[src/rtl/i2s_tx_multi_if.sv]
`default_nettype none
// ============================================================================
// Module   : i2s_tx_multi_if
// Purpose  : Frame input handshake (samples / valid / ready) for i2s_tx_multi.
// Revision : 1.0
// ============================================================================
interface i2s_tx_multi_if #(
   parameter int NUM_CHANNELS = 2,
   parameter int SAMPLE_WIDTH = 24
);
   logic [NUM_CHANNELS*SAMPLE_WIDTH-1:0] samples;
   logic                                 sample_valid;
   logic                                 sample_ready;

   modport master (output samples, output sample_valid, input sample_ready);
   modport slave  (input samples, input sample_valid, output sample_ready);
endinterface
`default_nettype wire

[src/rtl/i2s_tx_multi.sv]
`default_nettype none
// ============================================================================
// Module   : i2s_tx_multi
// Purpose  : Parametrised I2S / left-justified / TDM transmitter with a frame
//            FIFO, valid/ready input and underrun reporting.
// Revision : 1.0
// ============================================================================
module i2s_tx_multi #(
   parameter int SAMPLE_WIDTH = 24,
   parameter int SLOT_WIDTH   = 32,
   parameter int NUM_CHANNELS = 2,
   parameter int SCLK_DIV     = 4,
   parameter int FIFO_DEPTH   = 4
) (
   input  logic                        clk,
   input  logic                        reset,
   i2s_tx_multi_if.slave               s_if,
   input  logic                        mode_i2s,
   output logic                        i2s_sclk,
   output logic                        i2s_ws,
   output logic                        i2s_sd,
   output logic                        underrun,
   output logic [$clog2(FIFO_DEPTH):0] fifo_level
);
   localparam int c_FRAME_W = NUM_CHANNELS * SAMPLE_WIDTH;
   localparam int c_BITS    = NUM_CHANNELS * SLOT_WIDTH;
   localparam int c_BP_W    = $clog2(c_BITS);
   localparam int c_HALF    = SCLK_DIV / 2;
   localparam int c_DIV_W   = (c_HALF > 1) ? $clog2(c_HALF) : 1;
   localparam int c_AW      = $clog2(FIFO_DEPTH);
   localparam int c_LVL_W   = c_AW + 1;

   localparam logic [c_DIV_W-1:0] c_DIV_LAST = c_DIV_W'(c_HALF - 1);
   localparam logic [c_BP_W-1:0]  c_BP_LAST  = c_BP_W'(c_BITS - 1);
   localparam logic [c_BP_W-1:0]  c_SLOT1    = c_BP_W'(SLOT_WIDTH);
   localparam logic [c_LVL_W-1:0] c_FULL     = c_LVL_W'(FIFO_DEPTH);

   logic [c_DIV_W-1:0]   div_q, div_d;
   logic                 sclk_q, sclk_d;
   logic [c_BP_W-1:0]    bitpos_q, bitpos_d;
   logic [c_FRAME_W-1:0] frame_q, frame_d;
   logic                 mode_q, mode_d;
   logic                 ws_q, ws_d;
   logic                 sd_q, sd_d;
   logic                 underrun_q, underrun_d;
   logic [c_FRAME_W-1:0] mem_q [FIFO_DEPTH];
   logic [c_AW-1:0]      wr_q, rd_q;
   logic [c_LVL_W-1:0]   level_q, level_d;

   logic                 w_tick, w_fall, w_wrap, w_empty, w_push, w_pop;
   logic [c_BITS-1:0]    w_ser_cur, w_ser_nxt;

   assign s_if.sample_ready = (level_q != c_FULL);

   always_comb begin
      w_tick     = (div_q == c_DIV_LAST);
      w_fall     = w_tick & sclk_q;
      w_wrap     = w_fall & (bitpos_q == c_BP_LAST);
      w_empty    = (level_q == '0);
      w_push     = s_if.sample_valid & s_if.sample_ready;
      w_pop      = w_wrap & ~w_empty;
      div_d      = w_tick ? '0 : div_q + 1'b1;
      sclk_d     = w_tick ? ~sclk_q : sclk_q;
      bitpos_d   = bitpos_q;
      frame_d    = frame_q;
      mode_d     = mode_q;
      underrun_d = w_wrap & w_empty;
      if (w_fall) begin
         bitpos_d = w_wrap ? '0 : bitpos_q + 1'b1;
      end
      // FIFO head is read straight through so the new frame starts on this fall
      if (w_wrap) begin
         frame_d = w_empty ? '0 : mem_q[rd_q];
         mode_d  = mode_i2s;
      end
      level_d = level_q;
      if (w_push && !w_pop) begin
         level_d = level_q + 1'b1;
      end else if (!w_push && w_pop) begin
         level_d = level_q - 1'b1;
      end
   end

   // Serial bit p of a frame: slot p/SLOT_WIDTH, sample MSB first, zero padded
   for (genvar ch = 0; ch < NUM_CHANNELS; ch++) begin : g_chan
      for (genvar b = 0; b < SLOT_WIDTH; b++) begin : g_bit
         if (b < SAMPLE_WIDTH) begin : g_data
            assign w_ser_cur[ch*SLOT_WIDTH + b] = frame_q[ch*SAMPLE_WIDTH + SAMPLE_WIDTH - 1 - b];
            assign w_ser_nxt[ch*SLOT_WIDTH + b] = frame_d[ch*SAMPLE_WIDTH + SAMPLE_WIDTH - 1 - b];
         end else begin : g_pad
            assign w_ser_cur[ch*SLOT_WIDTH + b] = 1'b0;
            assign w_ser_nxt[ch*SLOT_WIDTH + b] = 1'b0;
         end
      end
   end

   // I2S repeats the bit that was just sent at the old position: one SCLK late
   always_comb begin
      ws_d = ws_q;
      sd_d = sd_q;
      if (w_fall) begin
         ws_d = (NUM_CHANNELS == 2) ? (bitpos_d >= c_SLOT1) : (bitpos_d == '0);
         sd_d = mode_d ? w_ser_cur[bitpos_q] : w_ser_nxt[bitpos_d];
      end
   end

   always_ff @(posedge clk or posedge reset) begin
      if (reset) begin
         div_q      <= '0;
         sclk_q     <= 1'b0;
         bitpos_q   <= '0;
         frame_q    <= '0;
         mode_q     <= 1'b0;
         ws_q       <= 1'b0;
         sd_q       <= 1'b0;
         underrun_q <= 1'b0;
         wr_q       <= '0;
         rd_q       <= '0;
         level_q    <= '0;
         for (int i = 0; i < FIFO_DEPTH; i++) begin
            mem_q[i] <= '0;
         end
      end else begin
         div_q      <= div_d;
         sclk_q     <= sclk_d;
         bitpos_q   <= bitpos_d;
         frame_q    <= frame_d;
         mode_q     <= mode_d;
         ws_q       <= ws_d;
         sd_q       <= sd_d;
         underrun_q <= underrun_d;
         level_q    <= level_d;
         if (w_push) begin
            mem_q[wr_q] <= s_if.samples;
            wr_q        <= wr_q + 1'b1;
         end
         if (w_pop) begin
            rd_q <= rd_q + 1'b1;
         end
      end
   end

   assign i2s_sclk   = sclk_q;
   assign i2s_ws     = ws_q;
   assign i2s_sd     = sd_q;
   assign underrun   = underrun_q;
   assign fifo_level = level_q;
endmodule
`default_nettype wire

[src/flat_wrapper.sv]
// flat-port wrapper written by rule: the top's interface ports become plain ports
module i2s_tx_multi_flat 
#(
   parameter int SAMPLE_WIDTH = 24,
   parameter int SLOT_WIDTH   = 32,
   parameter int NUM_CHANNELS = 2,
   parameter int SCLK_DIV     = 4,
   parameter int FIFO_DEPTH   = 4
)
  (clk, reset, mode_i2s, i2s_sclk, i2s_ws, i2s_sd, underrun, fifo_level, s_if_samples, s_if_sample_valid, s_if_sample_ready);
  i2s_tx_multi_if #(.NUM_CHANNELS(NUM_CHANNELS), .SAMPLE_WIDTH(SAMPLE_WIDTH)) s_if_i ();
  input  logic clk;
  input  logic reset;
  input  logic mode_i2s;
  output logic i2s_sclk;
  output logic i2s_ws;
  output logic i2s_sd;
  output logic underrun;
  output logic [$clog2(FIFO_DEPTH):0] fifo_level;
  input wire logic [$bits(s_if_i.samples)-1:0] s_if_samples;
  input wire logic [$bits(s_if_i.sample_valid)-1:0] s_if_sample_valid;
  output wire logic [$bits(s_if_i.sample_ready)-1:0] s_if_sample_ready;
  assign s_if_i.samples = s_if_samples;
  assign s_if_i.sample_valid = s_if_sample_valid;
  assign s_if_sample_ready = s_if_i.sample_ready;
  i2s_tx_multi #(.SAMPLE_WIDTH(SAMPLE_WIDTH), .SLOT_WIDTH(SLOT_WIDTH), .NUM_CHANNELS(NUM_CHANNELS), .SCLK_DIV(SCLK_DIV), .FIFO_DEPTH(FIFO_DEPTH)) u_core (.clk(clk), .reset(reset), .s_if(s_if_i), .mode_i2s(mode_i2s), .i2s_sclk(i2s_sclk), .i2s_ws(i2s_ws), .i2s_sd(i2s_sd), .underrun(underrun), .fifo_level(fifo_level));
endmodule
[config.mk]
export PLATFORM = sky130hd
export DESIGN_NAME = i2s_tx_multi_flat
export DESIGN_NICKNAME = d
export VERILOG_FILES = /design/src/rtl/i2s_tx_multi_if.sv /design/src/rtl/i2s_tx_multi.sv /design/src/flat_wrapper.sv
export SDC_FILE = /design/constraint.sdc
export NUM_CORES = 1
export LEC_CHECK = 0
export ABC_CLOCK_PERIOD_IN_PS = 15900
export BUFFER_PORTS_ARGS = -buffer_cell sky130_fd_sc_hd__buf_2
export CAP_MARGIN = 20
export CORE_MARGIN = 3
export CORE_UTILIZATION = 66
export DETAILED_ROUTE_END_ITERATION = 6
export GPL_TIMING_DRIVEN = 0
export PLACE_DENSITY = 0.95
export SLEW_MARGIN = 40
export SYNTH_ARGS = -nofsm -noshare
export SYNTH_HDL_FRONTEND = slang
export SYNTH_SLANG_ARGS = --single-unit
[constraint.sdc]
create_clock -name clk -period 15.9 [get_ports clk]
set_clock_uncertainty 0.05 [all_clocks]
set_input_delay 3.18 -clock clk [delete_from_list [all_inputs] [get_ports clk]]
set_output_delay 3.18 -clock clk [all_outputs]
set_load 0.005 [all_outputs]
### Word-level counts from Yosys, hierarchy flattened

Index checks and enable logic that the tools add are counted.

* add/sub/neg operators: 6
* $lt $le $gt $ge: 6
* equal/unequal tests: 2
* multiplexer cells: 19
* bitwise gates (word level): 9
* reductions and logical operators: 7

Operators by type and width (count)
* two-way mux 48 bit: 5
* bitwise mux 192 bit: 1
* binary-select mux 48 bit (select 2 bit): 1
* demux 48 bit (select 2 bit): 1
* less-than comparator 6 x 7 -> 1 bit, second input constant: 2
* binary-select mux 1 bit (select 6 bit): 2
* two-way mux 6 bit: 2
* adder 6 x 1 -> 6 bit, second input constant: 1
* equality test 6 bit, second input constant: 1
* >= comparator 3 bit, second input constant: 2
* >= comparator 6 bit, second input constant: 1
* two-way mux 3 bit: 2
* NOT 2 -> 3 bit: 2
* bitwise AND 1 bit: 5
* two-way mux 1 bit: 5
* adder 2 x 1 -> 2 bit, second input constant: 2
* adder 3 x 1 -> 3 bit, second input constant: 1
* logical AND 1 bit: 3
* zero test 3 bit: 1
* less-than comparator 3 x 1 -> 1 bit, second input constant: 1
* != test 3 bit, second input constant: 1
* subtractor 3 x 1 -> 3 bit, second input constant: 1
* zero test 1 bit: 2
* NOT 1 bit: 2
* 2 further kinds: 2

* register bits after elaboration: 259
* input port bits: 52
* output and inout port bits: 8
* logic and storage cells: 64

### Logic depth before layout (Yosys ltp)

* depth after elaboration: 9
* mapped depth: 13
* depth with buffers taken out: 10

### Worst setup path before layout

No wires, ideal clock.

* path type: in2reg
* from: input port s_if_sample_valid
* to: register u_core.mem_q[0] (netlist bit)
* library setup time: 0.125 ns
* arrival time: 4.501 ns
* required time: 15.725 ns
* path slack: 11.224 ns
* cell stages on the path: 6
* buffers on the path: 3
* cells stage by stage: and2_1 > clkbuf_1 > nand2_1 > clkbuf_1 > buf_2 > mux2_2

* word-level cells in the longest chain between the ends: 1

RTL lines
* start, declared: RTL line flat_wrapper.sv:21 `input wire logic [$bits(s_if_i.sample_valid)-1:0] s_if_sample_valid;`
* bitwise AND 1 bit: RTL line i2s_tx_multi.sv:60 `w_push = s_if.sample_valid & s_if.sample_ready;`
* via u_core.w_push: RTL line i2s_tx_multi.sv:50 `logic w_tick, w_fall, w_wrap, w_empty, w_push, w_pop;`
* end signal, assigned by index: RTL line i2s_tx_multi.sv:134 `mem_q[wr_q] <= s_if.samples;`
* end, declared: RTL line i2s_tx_multi.sv:46 `logic [c_FRAME_W-1:0] mem_q [FIFO_DEPTH];`

The timed path passes the listed nets, and every way through them passes these cells.
A chain may end at the register's enable or synchronous reset.

### Worst setup path after layout

* from: input port s_if_sample_valid
* to: register u_core.mem_q[113] (netlist bit)

Same word-level chain as after synthesis.

==> impl_metrics.prom <==
# TYPE chip_impl_metric gauge
chip_impl_info{name="status",value="complete, no violations"} 1
chip_impl_metric{name="grt.overflow.total",unit=""} 0
chip_impl_metric{name="share_of_the_synthesized_area_in_the_top_cell_type",unit="%"} 54.83
chip_impl_metric{name="synth-warning-count",unit=""} 0
chip_impl_metric{name="die_x",unit="um"} 139.8
chip_impl_metric{name="wire_length_of_the_first_global_routing_pass",unit="um"} 47240
chip_impl_metric{name="cts_max_level",unit=""} 1
chip_impl_metric{name="fin_tns_setup",unit="ps"} 0
chip_impl_info{name="yosys.area.top_type",value="dfrtp_1"} 1
chip_impl_metric{name="antenna-diode-count",unit=""} 0
chip_impl_metric{name="synth.lib_cells_used.distinct",unit=""} 62
chip_impl_metric{name="total_number_of_vias",unit=""} 7707
chip_impl_metric{name="final_layout_size_suffix_gt1_share",unit="%"} 45.50
chip_impl_metric{name="total_of_flip_flops_plus_latches_after_synthesis",unit=""} 259
chip_impl_metric{name="floorplan.die_area",unit="sq um"} 19550
chip_impl_metric{name="num-nets-final",unit=""} 927
chip_impl_metric{name="post_synth_instance_area",unit="sq um"} 11820
chip_impl_metric{name="fin_crit_sh",unit="%"} 30.65
chip_impl_metric{name="cts-resized-gates",unit=""} 0
chip_impl_metric{name="row_count",unit=""} 48
chip_impl_metric{name="drt_drc_violations_left",unit=""} 0
chip_impl_metric{name="antenna_left",unit=""} 0
chip_impl_metric{name="critical_path.max_fanout",unit=""} 10
chip_impl_metric{name="multi_input_comb_area",unit="sq um"} 5016
chip_impl_metric{name="clkSinkCount",unit=""} 259
chip_impl_metric{name="avgViaCountPerCell",unit=""} 6.925
chip_impl_metric{name="clock_latency_at_the_later_pin_of_the_worst_skew_pair",unit="ps"} 540
chip_impl_info{name="mostFrequentLayoutCell",value="dfrtp_1"} 1
chip_impl_metric{name="seqCellArea",unit="sq um"} 6481
chip_impl_metric{name="clockBufferDepth",unit=""} 3
chip_impl_info{name="cp_common_cell",value="buf_2"} 1
chip_impl_metric{name="drt_iter0_markers",unit=""} 926
chip_impl_metric{name="largest_net_degree_at_the_start_of_global_routing",unit=""} 77
chip_impl_info{name="hold_path_class",value="flop to flop"} 1
chip_impl_metric{name="grt_use_total",unit="%"} 30.90
chip_impl_metric{name="layout-area-overhead-vs-synth",unit="%"} 14.31
chip_impl_metric{name="number_of_nets_produced_by_synthesis",unit=""} 837
chip_impl_metric{name="finalWirelength",unit="um"} 29290
chip_impl_metric{name="async_reset_ff_share",unit="%"} 100.0
chip_impl_info{name="critical_path.cell_chain",value="buf_2 -> and2_1 -> clkbuf_1 -> nand2_1 -> buf_2 -> buf_1 -> mux2_2"} 1
chip_impl_metric{name="timing.critical_path.slowest_cell_delay",unit="ps"} 650
chip_impl_metric{name="post_synth.cell_area_avg",unit="sq um"} 15.19
chip_impl_metric{name="cts_hold_buffers",unit=""} 0
chip_impl_metric{name="relSlewSlack",unit="%"} 42.70
chip_impl_metric{name="drv_cap",unit=""} 0
chip_impl_info{name="criticalPathCategory",value="primary input to flop"} 1
chip_impl_metric{name="pin_count",unit=""} 60
chip_impl_metric{name="finalSetupViolations",unit=""} 0
chip_impl_metric{name="routedWlPerCell",unit="um"} 26.32
chip_impl_info{name="critical_path.slowest_cell",value="buf_1"} 1
chip_impl_info{name="timing.critical_path.to_type",value="flop"} 1
chip_impl_metric{name="initial_utilization",unit="%"} 67.87
chip_impl_metric{name="fin_total_pwr",unit="W"} 0.002369
chip_impl_metric{name="floorplan.core_area",unit="sq um"} 17420
chip_impl_metric{name="power_per_cell_area",unit="nW/um^2"} 175.3
chip_impl_metric{name="max_clock_freq",unit="MHz"} 205.2
chip_impl_metric{name="ir_drop",unit="V"} 0.0001578
chip_impl_metric{name="floorplan.die.height",unit="um"} 139.8
chip_impl_info{name="clock_tree.root_cell",value="clkbuf_16"} 1
chip_impl_metric{name="nFillCells",unit=""} 899
chip_impl_metric{name="minimum_period_implied_by_the_final_worst_setup_slack",unit="ps"} 4874
chip_impl_metric{name="synth_seq_area_share",unit="%"} 54.83
chip_impl_info{name="ys.flop_type",value="dfrtp_1"} 1
chip_impl_metric{name="finalMaxSlewViolations",unit=""} 0
chip_impl_metric{name="synth_cells",unit=""} 778
chip_impl_info{name="final_cell_mix",value="259 x dfrtp_1, 198 x mux2_2, 81 x buf_2"} 1
chip_impl_metric{name="drt_first_pass_iters",unit=""} 6
chip_impl_metric{name="placement.io_buffers",unit=""} 59
chip_impl_info{name="synth_top_cells_by_area",value="dfrtp_1 55%, mux2_2 19%, mux4_2 12%, a22o_1 3.1%, nand2_1 1.0%"} 1
chip_impl_metric{name="cts_made_buffers",unit=""} 26
chip_impl_metric{name="max_slew.worst_pin.slew",unit="ps"} 859.6
chip_impl_metric{name="leakage",unit="nW"} 5.884
chip_impl_metric{name="post_cts_setup_buffers",unit=""} 0
chip_impl_metric{name="first_global_vias",unit=""} 8311
chip_impl_info{name="rsz_0062_raised_after_global_routing",value="false"} 1
chip_impl_metric{name="hold_violations",unit=""} 0
chip_impl_metric{name="synth_enable_flop_cells",unit=""} 0
chip_impl_metric{name="summed_area_of_non_filler_cells_in_the_final_layout",unit="sq um"} 13510
chip_impl_info{name="tritoncts",value="yes"} 1
chip_impl_metric{name="post_cts_clock_slew_at_the_launch_and_capture_registers_of_the_worst_setup_and_hold_paths",unit="ps"} 60
chip_impl_metric{name="timing.critical_path.arrival",unit="ps"} 5230
chip_impl_metric{name="detailed_place.area",unit="sq um"} 12490
chip_impl_metric{name="critical_path_required",unit="ps"} 16260
chip_impl_metric{name="finalWeightedCongestion",unit=""} 0.9759
chip_impl_info{name="worstSetupStartpointType",value="primary input"} 1
chip_impl_metric{name="grt_antenna_before_repair",unit=""} 0
chip_impl_metric{name="place.detailed.hpwl",unit="um"} 19130
## worst max-delay path: cells and delay by family
kind | cells | cell delay (ps)
muxes | 1 | 410
and+or+nand+nor | 2 | 330
buffers and inverters | 4 | 1300
## registers in the layout (all words and copies together), names as in the netlist
signal and flops:
u_core.mem_q 192, u_core.frame_q 48, u_core.bitpos_q 6, u_core.fifo_level 3, u_core.rd_q 2, u_core.wr_q 2, u_core.div_q 1, u_core.i2s_sclk 1
u_core.i2s_sd 1, u_core.i2s_ws 1, u_core.mode_q 1, u_core.underrun 1
## final cells by class
class	instances	area share [%]
Buffer	56	2.084
Inverter	12	0.3889
Tap cell	225	2.084
Clock buffer	39	5.843
Sequential cell	259	47.97
Timing Repair Buffer	62	2.797
Multi-Input combinational cell	451	37.12
Clock inverter	9	1.713
## worst paths after layout
kind | to | startpoint | slack [ps] | cells past startpoint
worst max-delay path | u_core.mem_q[113] | s_if_sample_valid | 11030 | 7
max in group asynchronous | u_core.mem_q[17] | reset | 12170 | 4
worst min register to register | u_core.i2s_ws | u_core.i2s_ws | 430 | 2
worst max register to register | u_core.fifo_level[1] | u_core.bitpos_q[0] | 12580 | 11
min in group asynchronous | u_core.mem_q[86] | reset | 2580 | 2
worst min-delay path | u_core.i2s_ws | u_core.i2s_ws | 430 | 2
## cell families (layout without fill, tap and decap cells)
logic type	Yosys count	after routing	share of synthesized area, %
AO/OA/AOI/OAI	90	90	6.140
AND/OR/NAND/NOR	79	79	3.313
flip-flops	259	259	54.83
adder cells (fa/ha/maj)	7	7	0.8045
buffers and inverters	68	178	2.731
XOR/XNOR	10	10	0.7410
multiplexers	265	265	31.44
## synth_stat cells (6+ instances only)
cell type and count:
a22o_1 42, a31oi_1 6, buf_1 16, buf_2 21
clkbuf_1 13, dfrtp_1 259, ha_1 6, inv_1 11
mux2_2 198, mux4_2 61, nand2_1 32, nor2_1 10
nor3_1 9, o21ai_0 6, xor2_1 7
## routing by layer
layer,wire length [um],vias up,GRT usage [%]
li1,-,3147,-
met1,11240,3958,42.04
met2,14450,473,50.14
met3,2344,129,6.392
met4,1257,0,11.58
met5,0,-,0
## per-stage QoR
step	util, %	std cells	hold WS [ps]	setup slack [ps]
finish	77.58	1113	425.9	11030
global route	77.58	1113	460.8	10930
CTS	77.56	1113	428.3	11080
detailed placement	71.70	1065	415.5	10520
global placement	71.18	1062	410.6	3030
floorplan	-	778	406.3	5543
## report_power, final
group | switching [W] | internal [W]
Clock | 0.000257 | 0.000456
Combinational | 0.000234 | 0.000356
Sequential | 0.000146 | 0.000919
Total | 0.000637 | 0.00173
Power figures use the tool's default switching activity.
